`src/rtl/scoreboard_hazard_if.sv`:
```
// -----------------------------------------------------------------------------
// scoreboard_hazard_if
// Decode-stage hazard interface between the pipeline control (master) and the
// hazard scoreboard (slave).
//   flush        : pipeline flush, drops every tracked producer
//   stall_hold   : external ID/EX freeze
//   id_valid     : decode instruction valid
//   rs_raddr/rs_re, rt_raddr/rt_re : source registers and read enables
//   id_we/id_waddr : destination write enable / GPR
//   id_lat       : result class (00 ALU, 01 load, 10 mul/div, 11 load)
//   div_done     : long-op unit writes back this cycle
//   stall_req    : decode must hold
//   stall_reason : 00 none, 01 load-use, 10 long-op data/WAW, 11 long-op structural
//   stall_cnt    : saturating count of stalled decode cycles
// -----------------------------------------------------------------------------
interface scoreboard_hazard_if;
   logic        flush;
   logic        stall_hold;
   logic        id_valid;
   logic [4:0]  rs_raddr;
   logic [4:0]  rt_raddr;
   logic        rs_re;
   logic        rt_re;
   logic        id_we;
   logic [4:0]  id_waddr;
   logic [1:0]  id_lat;
   logic        div_done;
   logic        stall_req;
   logic [1:0]  stall_reason;
   logic [15:0] stall_cnt;

   modport master (
      output flush, stall_hold, id_valid, rs_raddr, rt_raddr, rs_re, rt_re,
             id_we, id_waddr, id_lat, div_done,
      input  stall_req, stall_reason, stall_cnt
   );

   modport slave (
      input  flush, stall_hold, id_valid, rs_raddr, rt_raddr, rs_re, rt_re,
             id_we, id_waddr, id_lat, div_done,
      output stall_req, stall_reason, stall_cnt
   );
endinterface

```
`src/rtl/scoreboard_hazard.sv`:
```
// -----------------------------------------------------------------------------
// scoreboard_hazard
// Decode-stage register scoreboard. Tracks per-GPR load-use countdowns and a
// single outstanding long (mul/div) operation, and requests a decode stall when
// the instruction in decode would read or overwrite a result that is not yet
// available, or would need the busy long-op unit.
// Ports:
//   clk    : clock, rising edge
//   resetn : asynchronous active-low reset
//   sb     : scoreboard_hazard_if.slave (decode request, flush/hold, stall out)
// -----------------------------------------------------------------------------
module scoreboard_hazard (
   input  logic               clk,
   input  logic               resetn,
   scoreboard_hazard_if.slave sb
);

   localparam logic [1:0] LAT_ALU      = 2'b00;
   localparam logic [1:0] LAT_LOAD     = 2'b01;
   localparam logic [1:0] LAT_LONG     = 2'b10;
   localparam logic [1:0] LAT_LOAD_ALT = 2'b11;

   localparam logic [1:0] RSN_NONE   = 2'b00;
   localparam logic [1:0] RSN_LOAD   = 2'b01;
   localparam logic [1:0] RSN_DATA   = 2'b10;
   localparam logic [1:0] RSN_STRUCT = 2'b11;

   // per-GPR cycles until a load result can be forwarded; entry 0 stays zero
   logic [1:0]  pend_q [32];
   logic [1:0]  pend_d [32];
   logic        long_busy_q,  long_busy_d;
   logic [4:0]  long_waddr_q, long_waddr_d;
   logic [15:0] stall_cnt_q,  stall_cnt_d;

   logic        long_active;
   logic        lu_haz;
   logic        ld_haz;
   logic        st_haz;
   logic        stall_req;
   logic [1:0]  stall_reason;
   logic        issue;
   logic        is_load;
   logic        is_alu;
   logic        is_long;
   logic        wr_pend;

   always_comb begin
      is_load = (sb.id_lat == LAT_LOAD) || (sb.id_lat == LAT_LOAD_ALT);
      is_alu  = (sb.id_lat == LAT_ALU);
      is_long = (sb.id_lat == LAT_LONG);

      // write-back this cycle already reaches the bypass, so it no longer blocks
      long_active = long_busy_q && !sb.div_done;

      lu_haz = (sb.rs_re && (sb.rs_raddr != 5'd0) && (pend_q[sb.rs_raddr] != 2'd0)) ||
               (sb.rt_re && (sb.rt_raddr != 5'd0) && (pend_q[sb.rt_raddr] != 2'd0));

      ld_haz = long_active && (long_waddr_q != 5'd0) &&
               ((sb.rs_re && (sb.rs_raddr == long_waddr_q)) ||
                (sb.rt_re && (sb.rt_raddr == long_waddr_q)) ||
                (sb.id_we && (sb.id_waddr == long_waddr_q)));

      st_haz = long_active && is_long;

      stall_req    = sb.id_valid && (lu_haz || ld_haz || st_haz);
      stall_reason = RSN_NONE;
      if (sb.id_valid) begin
         if (lu_haz)      stall_reason = RSN_LOAD;
         else if (ld_haz) stall_reason = RSN_DATA;
         else if (st_haz) stall_reason = RSN_STRUCT;
      end

      issue   = sb.id_valid && !stall_req && !sb.stall_hold && !sb.flush;
      wr_pend = issue && sb.id_we && (sb.id_waddr != 5'd0) && (is_load || is_alu);
   end

   always_comb begin
      for (int unsigned i = 0; i < 32; i++) begin
         pend_d[i] = pend_q[i];
         if (i == 0) begin
            pend_d[i] = '0;
         end else if (sb.flush) begin
            pend_d[i] = '0;
         end else if (wr_pend && (sb.id_waddr == 5'(i))) begin
            // an ALU write supersedes an older load to the same register
            pend_d[i] = is_load ? 2'd2 : 2'd0;
         end else if (!sb.stall_hold && (pend_q[i] != 2'd0)) begin
            pend_d[i] = pend_q[i] - 2'd1;
         end
      end

      long_busy_d  = long_busy_q;
      long_waddr_d = long_waddr_q;
      if (sb.flush) begin
         long_busy_d = 1'b0;
      end else if (issue && is_long) begin
         // a new long op issued in its predecessor's done cycle keeps the unit busy
         long_busy_d  = 1'b1;
         long_waddr_d = sb.id_waddr;
      end else if (sb.div_done) begin
         long_busy_d = 1'b0;
      end

      stall_cnt_d = stall_cnt_q;
      if (stall_req && (stall_cnt_q != 16'hFFFF)) begin
         stall_cnt_d = stall_cnt_q + 16'd1;
      end
   end

   always_ff @(posedge clk or negedge resetn) begin
      if (!resetn) begin
         for (int unsigned i = 0; i < 32; i++) begin
            pend_q[i] <= '0;
         end
         long_busy_q  <= 1'b0;
         long_waddr_q <= '0;
         stall_cnt_q  <= '0;
      end else begin
         pend_q       <= pend_d;
         long_busy_q  <= long_busy_d;
         long_waddr_q <= long_waddr_d;
         stall_cnt_q  <= stall_cnt_d;
      end
   end

   assign sb.stall_req    = stall_req;
   assign sb.stall_reason = stall_reason;
   assign sb.stall_cnt    = stall_cnt_q;

endmodule

```
`src/flat_wrapper.sv`:
```
// flat-port wrapper written by rule: the top's interface ports become plain ports
module scoreboard_hazard_flat 
  (clk, resetn, sb_flush, sb_stall_hold, sb_id_valid, sb_rs_raddr, sb_rt_raddr, sb_rs_re, sb_rt_re, sb_id_we, sb_id_waddr, sb_id_lat, sb_div_done, sb_stall_req, sb_stall_reason, sb_stall_cnt);
  scoreboard_hazard_if sb_i ();
  input  logic clk;
  input  logic resetn;
  input wire logic [$bits(sb_i.flush)-1:0] sb_flush;
  input wire logic [$bits(sb_i.stall_hold)-1:0] sb_stall_hold;
  input wire logic [$bits(sb_i.id_valid)-1:0] sb_id_valid;
  input wire logic [$bits(sb_i.rs_raddr)-1:0] sb_rs_raddr;
  input wire logic [$bits(sb_i.rt_raddr)-1:0] sb_rt_raddr;
  input wire logic [$bits(sb_i.rs_re)-1:0] sb_rs_re;
  input wire logic [$bits(sb_i.rt_re)-1:0] sb_rt_re;
  input wire logic [$bits(sb_i.id_we)-1:0] sb_id_we;
  input wire logic [$bits(sb_i.id_waddr)-1:0] sb_id_waddr;
  input wire logic [$bits(sb_i.id_lat)-1:0] sb_id_lat;
  input wire logic [$bits(sb_i.div_done)-1:0] sb_div_done;
  output wire logic [$bits(sb_i.stall_req)-1:0] sb_stall_req;
  output wire logic [$bits(sb_i.stall_reason)-1:0] sb_stall_reason;
  output wire logic [$bits(sb_i.stall_cnt)-1:0] sb_stall_cnt;
  assign sb_i.flush = sb_flush;
  assign sb_i.stall_hold = sb_stall_hold;
  assign sb_i.id_valid = sb_id_valid;
  assign sb_i.rs_raddr = sb_rs_raddr;
  assign sb_i.rt_raddr = sb_rt_raddr;
  assign sb_i.rs_re = sb_rs_re;
  assign sb_i.rt_re = sb_rt_re;
  assign sb_i.id_we = sb_id_we;
  assign sb_i.id_waddr = sb_id_waddr;
  assign sb_i.id_lat = sb_id_lat;
  assign sb_i.div_done = sb_div_done;
  assign sb_stall_req = sb_i.stall_req;
  assign sb_stall_reason = sb_i.stall_reason;
  assign sb_stall_cnt = sb_i.stall_cnt;
  scoreboard_hazard u_core (.clk(clk), .resetn(resetn), .sb(sb_i));
endmodule
```
`config.mk`:
```
export PLATFORM = sky130hd
export DESIGN_NAME = scoreboard_hazard_flat
export DESIGN_NICKNAME = d
export VERILOG_FILES = /design/src/rtl/scoreboard_hazard_if.sv /design/src/rtl/scoreboard_hazard.sv /design/src/flat_wrapper.sv
export SDC_FILE = /design/constraint.sdc
export NUM_CORES = 1
export LEC_CHECK = 0
export BUFFER_PORTS_ARGS = -buffer_cell sky130_fd_sc_hd__buf_4
export CAP_MARGIN = 5
export CORE_MARGIN = 10
export CORE_UTILIZATION = 61
export CTS_CLUSTER_DIAMETER = 100
export DETAILED_ROUTE_END_ITERATION = 10
export GPL_ROUTABILITY_DRIVEN = 0
export PLACE_DENSITY = 0.81
export SYNTH_ARGS = -nofsm -noshare
export SYNTH_HDL_FRONTEND = slang
export SYNTH_SLANG_ARGS = --single-unit
```
`constraint.sdc`:
```
create_clock -name clk -period 3.1 [get_ports clk]
set_input_delay 0.62 -clock clk [delete_from_list [all_inputs] [get_ports clk]]
set_output_delay 0.62 -clock clk [all_outputs]
set_load 0.005 [all_outputs]
```
==> results.env, run 1 <==
POST_SYNTH_INST_COUNT=639
CLOCK_POWER_SHARE_PCT=24.3
WORST_PATH_DOMINANT_CELL_FAMILY='multiplexers'
CRIT_ARRIVAL_PS=2400
POWER.SHARE.SEQUENTIAL_PCT=42.9
PIN_COUNT_OF_THE_BIGGEST_NET_ENTERING_GLOBAL_ROUTING=65
ANTENNA_VIOLATIONS_BEFORE_REPAIR=0
FINALCRITICALPERIOD_PS=3020
POWER.SHARE.SWITCHING_PCT=35.7
POWER.IR.VDD_WORST_mV=0.348
MAIN_FLOP_TYPE_AFTER_SYNTHESIS='sky130_fd_sc_hd__dfrtp_1'
CRITPATHSLOWESTCELL='sky130_fd_sc_hd__mux4_2'
CTS_TREE='yes'
DRT_WL_TOTAL_UM=15100
REPORT.FINAL.SLEW_VIOL_COUNT=0
WORST_HOLD_CHECK_SLACK_PS=216
FINAL.PERIOD_UTILIZATION_PCT=97.4
FINAL_ANTENNA_NET_COUNT=0
ACHIEVABLE-FREQUENCY_GHz=0.331
FINAL_HOLD_VIOL_COUNT=0
CLOCK_TREE.ROOT_CELL='sky130_fd_sc_hd__clkbuf_8'
NUMCTSBUFFERS=9
SYNTH-SEQ-CELLS=84
POST_SYNTH.CELL_AREA_AVG_UM2=9.40
ROUTE.DETAILED.DRC=0
NUMCLOCKSINKS=84
REQUIRED_PS=2480
AREA_GROWTH_PCT=12.2
PATH_CLK_SLEW_PS=90
INTPOWER_W=0.00219
PLACED_CELL_AREA_MM2=0.00647
YOSYSMOSTFREQUENTCELL='sky130_fd_sc_hd__nor2_1'
PORT_BUFFERS=44
YOSYS-TOP-CELLS-COUNT='sky130_fd_sc_hd__nor2_1 (105), sky130_fd_sc_hd__dfrtp_1 (84), sky130_fd_sc_hd__inv_1 (68), sky130_fd_sc_hd__xnor2_1 (47), sky130_fd_sc_hd__nor3_1 (39)'
FILLCELLCOUNT=745
CELLLEAKAGEPOWER_nW=2.71
GRT_FIRST_PASS_WIRELENGTH_UM=24700
CRIT_PATH_START='sb_rt_raddr[1]'
FLOORPLAN.INITIALDENSITY_PCT=62.0
TIMING_WORST_SLEW_PIN_VALUE_PS=955
FINAL-INSTANCE-COUNT-EXCL-FILL=819
TYPE_OF_THE_TIGHTEST_MIN_DELAY_CHECK='primary input to asynchronous set/reset pin'
ROWS=36
POST_CTS_HOLD_BUFFER_COUNT=0
FRACTION_OF_FINAL_LAYOUT_CELLS_WITH_DRIVE_STRENGTH_GREATER_THAN_1_PCT=19.5
NUM_ANTENNA_CELLS=0
POWER.TOTAL_W=0.00341
SYN_NETS=697
COMB_POWER_SHARE_PCT=32.8
DR.FIRST_ITER.DRC_COUNT=374
SYN_AREA_MM2=0.00601
SLEW_HEADROOM_PCT=35.9
CRITICAL_PATH_CLASS='primary input to output port'
GRT_SETUP_UNREPAIRED='no'
OVERALL_GLOBAL_ROUTING_USAGE_PCT=21.1
MAX-CAP-VIOLATIONS=0
DIE_AREA_MM2=0.0142
CORE_AREA_MM2=0.00968
LAYOUT.AREA.SEQ_MM2=0.00210
CTSLONGESTPATHBUFFERS=2
YOSYS.AREA.TOP_TYPE_SHARE_PCT=35.0
POST-DP-HPWL_UM=10700
FINAL_CRITICAL_PATH_SETUP_SLACK_PS=81.3
GRT_REMAINING_OVERFLOW=0
HTREEDEPTH=3
PLACED_CELLS_INCL_TAPS=798
CRIT_CHAIN='buf_4, buf_6, mux4_2, mux2i_1, o211ai_1, o22ai_2, buf_6, a21oi_1, nor2b_1, buf_4'
SYNTH-SEQ-AREA-SHARE_PCT=35.0
BIGGEST_AREA_CONSUMER_AMONG_SYNTHESIZED_CELLS='sky130_fd_sc_hd__dfrtp_1'
TIMING.FINAL.SETUP_VIOLATIONS=0
NNETSFINAL=739
CLOCK_LATENCY_PS=380
MAX_STAGE_DELAY_PS=490
MULTI_INPUT_COMB_AREA_MM2=0.00348
RUN_STATUS='finished clean'
YOSYSWARNINGS=0
FIRST_GLOBAL_VIAS=5033
ASYNC_SR_FLOP_FRACTION_PCT=100
SYNTH_CELL_TYPE_COUNT=65
PWR_DENSITY_CELL_mW_PER_MM2=506
SKEW_PS=15.6
DIE-WIDTH_UM=119
VIAS=4948
WORST_SETUP_PATH_END_KIND='output port'
SYNTH_TOP_CELLS_BY_AREA='sky130_fd_sc_hd__dfrtp_1 (35%), sky130_fd_sc_hd__xnor2_1 (6.9%), sky130_fd_sc_hd__ha_1 (6.7%)'
POST-PLACE-WS_PS=-112
CRITPATHMAXFANOUT=10
NET-SWITCHING-POWER_W=0.00122
FLOORPLAN.IO_PINS=45
FINAL_AREA_MM2=0.00674
DRT_PRE_ANTENNA_ITERS=6
CRITPATHBUFINV=4
CHIPHEIGHT_UM=119
WL_PER_CELL_UM=18.4
SETUP.WORST_PATH.START_CLASS='primary input'
VIAS_PER_CELL=6.04
NUMBER_OF_ENABLE_TYPE_REGISTER_CELLS_IN_THE_SYNTHESIZED_NETLIST=0
REG2REG_FROM='u_core.pend_q[56]'
registers in the layout (all words and copies together), names as in the netlist:
signal	cells
u_core.long_busy_q	1
u_core.long_waddr_q	5
u_core.pend_q	62
u_core.sb.stall_cnt	16
logic make-up (layout without fill, tap and decap cells):
kind of cell	count (synthesis)	count (layout)	synth area share, %
AO/OA/AOI/OAI	68	68	8.79
multiplexers	47	47	10.8
AND/OR/NAND/NOR	245	245	22.6
adder cells (fa/ha/maj)	32	32	6.66
flip-flops	84	84	35.0
XOR/XNOR	60	60	8.75
buffers and inverters	103	150	7.39
worst reg2reg max path, cell delays in order, from the launching register on:
cell	delay [ps]
sky130_fd_sc_hd__dfrtp_1	450
sky130_fd_sc_hd__or3b_1	410
sky130_fd_sc_hd__o311ai_1	140
sky130_fd_sc_hd__a221oi_4	110
sky130_fd_sc_hd__a211oi_2	250
sky130_fd_sc_hd__o22ai_2	140
sky130_fd_sc_hd__buf_6	160
sky130_fd_sc_hd__o21ai_1	750
sky130_fd_sc_hd__mux2_2	410
placed cells by master, fill, tap and decap left out, types with 4 or more instances in the layout:
cell and instances:
sky130_fd_sc_hd__nor4b_2 5, sky130_fd_sc_hd__buf_6 4, sky130_fd_sc_hd__and3_1 4, sky130_fd_sc_hd__mux2_1 28, sky130_fd_sc_hd__nor2_1 105, sky130_fd_sc_hd__clkbuf_8 9, sky130_fd_sc_hd__a211oi_1 32, sky130_fd_sc_hd__nor2b_1 5
sky130_fd_sc_hd__mux4_2 8, sky130_fd_sc_hd__nor3_2 20, sky130_fd_sc_hd__nand4_1 5, sky130_fd_sc_hd__xor2_1 13, sky130_fd_sc_hd__dfrtp_1 84, sky130_fd_sc_hd__o31ai_1 4, sky130_fd_sc_hd__nor4_1 5, sky130_fd_sc_hd__nor3b_1 7
sky130_fd_sc_hd__nor3_1 39, sky130_fd_sc_hd__buf_4 60, sky130_fd_sc_hd__nand2_1 15, sky130_fd_sc_hd__nand3_1 8, sky130_fd_sc_hd__xnor2_1 47, sky130_fd_sc_hd__inv_1 68, sky130_fd_sc_hd__ha_1 32, sky130_fd_sc_hd__mux2_2 8
power by group through the flow:
stage               Sequential [W]  Clock [W]  Combinational (W)
floorplan                  0.00143          0           0.000770
global placement           0.00147          0            0.00101
detailed placement         0.00148          0            0.00108
CTS                        0.00146   0.000833            0.00110
global route               0.00149   0.000881            0.00125
finish                     0.00146   0.000828            0.00112
per-stage QoR:
step	utilization, %	setup TNS (ps)
after floorplan	-	0
after global placement	66.8	0
after detailed placement	66.8	-329
after CTS	68.9	0
after global routing	69.6	0
final	69.6	0
final timing paths:
path	endpoint	cells past startpoint	slack, ps
worst max-delay path	sb_stall_reason[0]	10	80
worst min-delay path	u_core.pend_q[58]	1	220
worst max register to register	u_core.sb.stall_cnt[1]	8	180
worst min register to register	u_core.sb.stall_cnt[9]	1	490
max in group asynchronous	u_core.pend_q[48]	2	2130
min in group clk	u_core.pend_q[9]	2	490
layout make-up:
cell class,instances,share of cell area (%)
Clock buffer,10,1.89
Clock inverter,6,1.08
Inverter,68,3.79
Multi-Input combinational cell,452,51.6
Sequential cell,84,31.2
Tap cell,133,2.47
Timing Repair Buffer,66,7.95
repair_timing:
item | CTS | global route
gates resized for setup | 0 | 6
setup endpoints to repair | 0 | 3
setup buffers | 0 | 5
per-layer routing:
metal  GRT usage, %  wire length (µm)
met2           37.2              7730
met5              0                 0
met4           9.85               412
met1           24.6              5990
met3           3.40               957
No activity file was read; power rests on OpenSTA's default activity.
==> run 2, diff against run 1 <==
--- a/config.mk
+++ b/config.mk
@@ -8,11 +8,11 @@
 export BUFFER_PORTS_ARGS = -buffer_cell sky130_fd_sc_hd__buf_4
 export CAP_MARGIN = 5
 export CORE_MARGIN = 10
-export CORE_UTILIZATION = 61
-export CTS_CLUSTER_DIAMETER = 100
+export CORE_UTILIZATION = 66
+export CTS_CLUSTER_DIAMETER = 60
 export DETAILED_ROUTE_END_ITERATION = 10
 export GPL_ROUTABILITY_DRIVEN = 0
-export PLACE_DENSITY = 0.81
+export PLACE_DENSITY = 0.86
 export SYNTH_ARGS = -nofsm -noshare
 export SYNTH_HDL_FRONTEND = slang
 export SYNTH_SLANG_ARGS = --single-unit
==> constraint.sdc (replaced) <==
create_clock -name clk -period 3.5 [get_ports clk]
set_input_delay 0.7 -clock clk [delete_from_list [all_inputs] [get_ports clk]]
set_output_delay 0.7 -clock clk [all_outputs]
set_load 0.005 [all_outputs]
==> results.env, run 2 (synthesized netlist as in run 1, its figures left out) <==
R2R-END='u_core.pend_q[21]'
CHIPHEIGHT_UM=115
PATH_CLK_SLEW_PS=90
TIMING_WORST_SLEW_PIN_VALUE_PS=1080
USE_MET1_PCT=27.5
WORST_PATH_DOMINANT_CELL_FAMILY='compound AO/OA/AOI/OAI gates'
RUN_STATUS='finished clean'
TNS_PS=0
CRITPATHSLOWESTCELL='sky130_fd_sc_hd__or3b_1'
POST-CTS-SETUP-BUFFERS=0
CLOCK_TREE.ROOT_CELL='sky130_fd_sc_hd__clkbuf_8'
FINALCRITICALPERIOD_PS=3260
PIN_COUNT_OF_THE_BIGGEST_NET_ENTERING_GLOBAL_ROUTING=85
TIMING.CRITICAL_PATH.MODE_CELL='sky130_fd_sc_hd__buf_4'
FINAL_HOLD_VIOL_COUNT=0
REQUIRED_PS=2800
CELLLEAKAGEPOWER_nW=2.62
FIRST_GLOBAL_VIAS=5296
WORST_HOLD_CHECK_SLACK_PS=486
POST_CTS_HOLD_BUFFER_COUNT=0
MET3_GLOBAL_ROUTE_USAGE_PCT=4.96
WORST_SETUP_PATH_END_KIND='output port'
ACHIEVABLE-FREQUENCY_GHz=0.307
CLOCK_LATENCY_PS=380
TYPE_OF_THE_TIGHTEST_MIN_DELAY_CHECK='primary input to asynchronous set/reset pin'
VIAS=5022
CRIT_PATH_START='sb_rs_raddr[1]'
ANTENNA_VIOLATIONS_BEFORE_REPAIR=0
HTREEDEPTH=3
FINAL.PERIOD_UTILIZATION_PCT=93.2
REG2REG_DEPTH=9
FINAL_ANTENNA_NET_COUNT=0
MAX_STAGE_DELAY_PS=360
PWR_DENSITY_CELL_mW_PER_MM2=471
NNETSFINAL=722
GRT_SETUP_UNREPAIRED='no'
DIE-WIDTH_UM=115
MULTI_INPUT_COMB_AREA_MM2=0.00346
CRITPATHMAXFANOUT=17
NUMCTSBUFFERS=9
TIMING.FINAL.SETUP_VIOLATIONS=0
GRT_REMAINING_OVERFLOW=0
CTSLONGESTPATHBUFFERS=2
DR.FIRST_ITER.DRC_COUNT=527
WL_PER_CELL_UM=19.9
LAYOUT.AREA.SEQ_MM2=0.00210
ROUTE.DETAILED.DRC=0
FLOORPLAN.IO_PINS=45
CRITICAL_PATH_CLASS='primary input to output port'
TIMING.REG2REG.SETUP_SLACK_PS=540
REPORT.FINAL.SLEW_VIOL_COUNT=0
CP.DEPTH=9
NUMCLOCKSINKS=84
REG2REG_FROM='u_core.pend_q[7]'
CRIT_CHAIN='buf_4, or3b_1, a21oi_1, o311ai_0, o211ai_1, o22ai_2, nor2_1, nor2b_1, buf_4'
MAX_FLOP_REGISTER='u_core.pend_q'
SLEW_HEADROOM_PCT=28.0
POST-DP-HPWL_UM=10800
PORT_BUFFERS=44
NUM_ANTENNA_CELLS=0
TIMING.CRITICAL_PATH.TO='sb_stall_req'
MOST-COMMON-LAYOUT-CELLS='sky130_fd_sc_hd__nor2_1 (105), sky130_fd_sc_hd__dfrtp_1 (84), sky130_fd_sc_hd__inv_1 (68)'
DRT_WL_TOTAL_UM=15400
MET2_USAGE_PCT=40.4
FLOORPLAN.INITIALDENSITY_PCT=68.2
CRIT_ARRIVAL_PS=2560
TOP_USAGE_LAYER='met2'
FILLCELLCOUNT=608
CRITPATHBUFINV=2
VIAS_PER_CELL=6.46
ROWS=34
AREA_GROWTH_PCT=9.16
DIE_AREA_MM2=0.0133
LAYOUT_COMMONEST_CELL='sky130_fd_sc_hd__nor2_1'
OVERALL_GLOBAL_ROUTING_USAGE_PCT=23.6
CORE_AREA_MM2=0.00881
CTS_TREE='yes'
FINISH.UTILIZATION_PCT=74.5
CTS-RESIZED-GATES=0
MAX-CAP-VIOLATIONS=0
SKEW_PS=14.2
SETUP.WORST_PATH.START_CLASS='primary input'
DRT_PRE_ANTENNA_ITERS=6
FRACTION_OF_FINAL_LAYOUT_CELLS_WITH_DRIVE_STRENGTH_GREATER_THAN_1_PCT=17.5
POWER.IR.VDD_WORST_mV=0.214
LARGEST_REGISTER_FFS=62
GRT_FIRST_PASS_WIRELENGTH_UM=25300
-- run 2: cell type report --
cell class | count | share of cell area (%)
Multi-Input combinational cell | 452 | 52.8
Sequential cell | 84 | 32.0
Timing Repair Buffer | 49 | 5.61
Inverter | 68 | 3.89
Clock buffer | 10 | 2.10
Tap cell | 108 | 2.06
Clock inverter | 6 | 1.47
-- run 2: worst min-delay path by stage --
stage	end	slack, ps	start
after global routing	u_core.sb.stall_cnt[9]	520	u_core.sb.stall_cnt[9]
after global placement	u_core.sb.stall_cnt[9]	480	u_core.sb.stall_cnt[9]
final	u_core.pend_q[33]	490	resetn
after detailed placement	u_core.sb.stall_cnt[9]	470	u_core.sb.stall_cnt[9]
after CTS	u_core.sb.stall_cnt[9]	490	u_core.sb.stall_cnt[9]
after floorplan	u_core.long_busy_q	400	resetn
-- run 2: report_power, final --
part,internal [W],switching (W),total (W)
Combinational,0.000462,0.000511,0.000974
Clock,0.000429,0.000394,0.000823
Sequential,0.00111,0.000181,0.00130
-- run 2: routing by layer --
layer  vias to the layer above  part of all wire (%)
met5                         -                     0
met4                         0                   3.9
met3                        59                   8.2
met2                       259                    49
met1                      2451                    39
li1                       2253                     -
-- run 2: stage by stage --
step                setup WS (ps)  instances  power [W]  cell area, µm²
floorplan                     560        639    0.00195            6010
global placement              307        761    0.00217            6320
detailed placement            180        761    0.00226            6320
CTS                           248        777    0.00309            6560
global route                 88.3        777    0.00326            6560
finish                        238        777    0.00309            6560
==> run 3, diff against run 2 <==
--- a/config.mk
+++ b/config.mk
@@ -8,11 +8,11 @@
 export BUFFER_PORTS_ARGS = -buffer_cell sky130_fd_sc_hd__buf_4
 export CAP_MARGIN = 5
 export CORE_MARGIN = 10
-export CORE_UTILIZATION = 66
+export CORE_UTILIZATION = 61
 export CTS_CLUSTER_DIAMETER = 60
 export DETAILED_ROUTE_END_ITERATION = 10
 export GPL_ROUTABILITY_DRIVEN = 0
-export PLACE_DENSITY = 0.86
+export PLACE_DENSITY = 0.81
 export SYNTH_ARGS = -nofsm -noshare
 export SYNTH_HDL_FRONTEND = slang
 export SYNTH_SLANG_ARGS = --single-unit
==> results.env, run 3 (synthesized netlist as in run 1, its figures left out) <==
POST-CTS-SETUP-BUFFERS=0
WORST_HOLD_CHECK_SLACK_PS=496
SETUP.WORST_PATH.START_CLASS='primary input'
SKEW_PS=7.01
NUMCLOCKSINKS=84
WORST_SETUP_PATH_END_KIND='output port'
TYPE_OF_THE_TIGHTEST_MIN_DELAY_CHECK='flop to flop'
TIMING.FINAL.SETUP_VIOLATIONS=0
AREA_GROWTH_PCT=9.10
PORT_BUFFERS=44
FIRST_GLOBAL_VIAS=4869
COMB_POWER_SHARE_PCT=32.4
FLOORPLAN.IO_PINS=45
GRT_REMAINING_OVERFLOW=0
FINAL_ANTENNA_NET_COUNT=0
FRACTION_OF_FINAL_LAYOUT_CELLS_WITH_DRIVE_STRENGTH_GREATER_THAN_1_PCT=17.5
LAYOUT_COMMONEST_CELL='sky130_fd_sc_hd__nor2_1'
SLEW_HEADROOM_PCT=28.0
TIMING_WORST_SLEW_PIN_VALUE_PS=1080
ROUTE.DETAILED.DRC=0
PATH_CLK_SLEW_PS=90
FINAL_HOLD_VIOL_COUNT=0
RUN_STATUS='finished clean'
CELLLEAKAGEPOWER_nW=2.61
NUMCTSBUFFERS=9
VIAS=4774
CLOCK_POWER_SHARE_PCT=22.9
POST-DP-HPWL_UM=10300
DIE_AREA_MM2=0.0142
POWER.IR.VDD_WORST_mV=0.340
HTREEDEPTH=3
CLOCK_TREE.ROOT_CELL='sky130_fd_sc_hd__clkbuf_8'
PIN_COUNT_OF_THE_BIGGEST_NET_ENTERING_GLOBAL_ROUTING=85
TNS_PS=0
POST-PLACE-WS_PS=74.9
REQUIRED_PS=2800
WL_PER_CELL_UM=17.8
DRT_WL_TOTAL_UM=14300
CTS_TREE='yes'
MOST-COMMON-LAYOUT-CELLS='sky130_fd_sc_hd__nor2_1 (105), sky130_fd_sc_hd__dfrtp_1 (84), sky130_fd_sc_hd__inv_1 (68)'
DIE-WIDTH_UM=119
CRITICAL_PATH_CLASS='primary input to output port'
CRIT_ARRIVAL_PS=2640
FINAL_CRITICAL_PATH_SETUP_SLACK_PS=164
GRT_FIRST_PASS_WIRELENGTH_UM=24100
OVERALL_GLOBAL_ROUTING_USAGE_PCT=20.3
ACHIEVABLE-FREQUENCY_GHz=0.300
CTS-RESIZED-GATES=0
FILLCELLCOUNT=764
NNETSFINAL=722
ROWS=36
INTPOWER_W=0.00186
DRT_PRE_ANTENNA_ITERS=5
POWER.TOTAL_W=0.00290
MAX-CAP-VIOLATIONS=0
NUM_ANTENNA_CELLS=0
CHIPHEIGHT_UM=119
NET-SWITCHING-POWER_W=0.00104
LARGEST_REGISTER_FFS=62
DR.FIRST_ITER.DRC_COUNT=430
CRITPATHMAXFANOUT=15
FINAL.PERIOD_UTILIZATION_PCT=95.3
ANTENNA_VIOLATIONS_BEFORE_REPAIR=0
GRT_SETUP_UNREPAIRED='no'
VIAS_PER_CELL=5.95
REPORT.FINAL.SLEW_VIOL_COUNT=0
CLOCK_LATENCY_PS=370
CTSLONGESTPATHBUFFERS=2
FINALCRITICALPERIOD_PS=3340
MAX_FLOP_REGISTER='u_core.pend_q'
POST_CTS_HOLD_BUFFER_COUNT=0
CORE_AREA_MM2=0.00968
POWER.SHARE.SEQUENTIAL_PCT=44.7
POWER.SHARE.SWITCHING_PCT=35.9
FLOORPLAN.INITIALDENSITY_PCT=62.0
PWR_DENSITY_CELL_mW_PER_MM2=442
## run 3: cell type report
cell class / instances / area (µm²) / area share, %
Multi-Input combinational cell: 452 / 3460 / 52.9
Timing Repair Buffer: 49 / 380 / 5.80
Clock inverter: 6 / 48.8 / 0.744
Tap cell: 133 / 166 / 2.54
Clock buffer: 10 / 138 / 2.10
Sequential cell: 84 / 2100 / 32.1
Inverter: 68 / 255 / 3.89
## run 3: worst max-delay path: stages
cell                       delay, ps
sky130_fd_sc_hd__buf_4           210
sky130_fd_sc_hd__mux4_2          560
sky130_fd_sc_hd__a221oi_2        350
sky130_fd_sc_hd__a211oi_2         80
sky130_fd_sc_hd__o22ai_2         180
sky130_fd_sc_hd__buf_4           180
sky130_fd_sc_hd__nor2_1           90
sky130_fd_sc_hd__nor2b_1         140
sky130_fd_sc_hd__buf_4           130
## run 3: through the flow
stage	area, µm²	std cells	util [%]
floorplan	6010	639	-
global placement	6370	786	65.8
detailed placement	6370	786	65.8
CTS	6560	802	67.7
global route	6560	802	67.7
finish	6560	802	67.7
## run 3: power by group through the flow
stage | Sequential [W] | Combinational, W | Clock [W]
floorplan | 0.00127 | 0.000682 | 0
global placement | 0.00130 | 0.000876 | 0
detailed placement | 0.00131 | 0.000940 | 0
CTS | 0.00129 | 0.000946 | 0.000677
global route | 0.00132 | 0.00107 | 0.000708
finish | 0.00130 | 0.000941 | 0.000663
## run 3: path summary, 6_finish.rpt
kind / cells past startpoint / startpoint / endpoint / slack (ps)
worst min register to register: 1 / u_core.sb.stall_cnt[9] / u_core.sb.stall_cnt[9] / 500
min in group asynchronous: 1 / resetn / u_core.pend_q[7] / 510
worst min-delay path: 1 / u_core.sb.stall_cnt[9] / u_core.sb.stall_cnt[9] / 500
worst max register to register: 7 / u_core.long_waddr_q[0] / u_core.pend_q[51] / 470
worst max-delay path: 9 / sb_rt_raddr[0] / sb_stall_req / 160
max in group asynchronous: 1 / resetn / u_core.pend_q[20] / 2280
## run 3: layer usage
layer | GRT usage, % | vias to the layer above | part of all wire (%)
met3 | 3.16 | 23 | 4.7
met5 | 0 | - | 0
li1 | - | 2258 | -
met4 | 7.71 | 0 | 1.9
met2 | 34.4 | 153 | 50
met1 | 25.6 | 2340 | 43
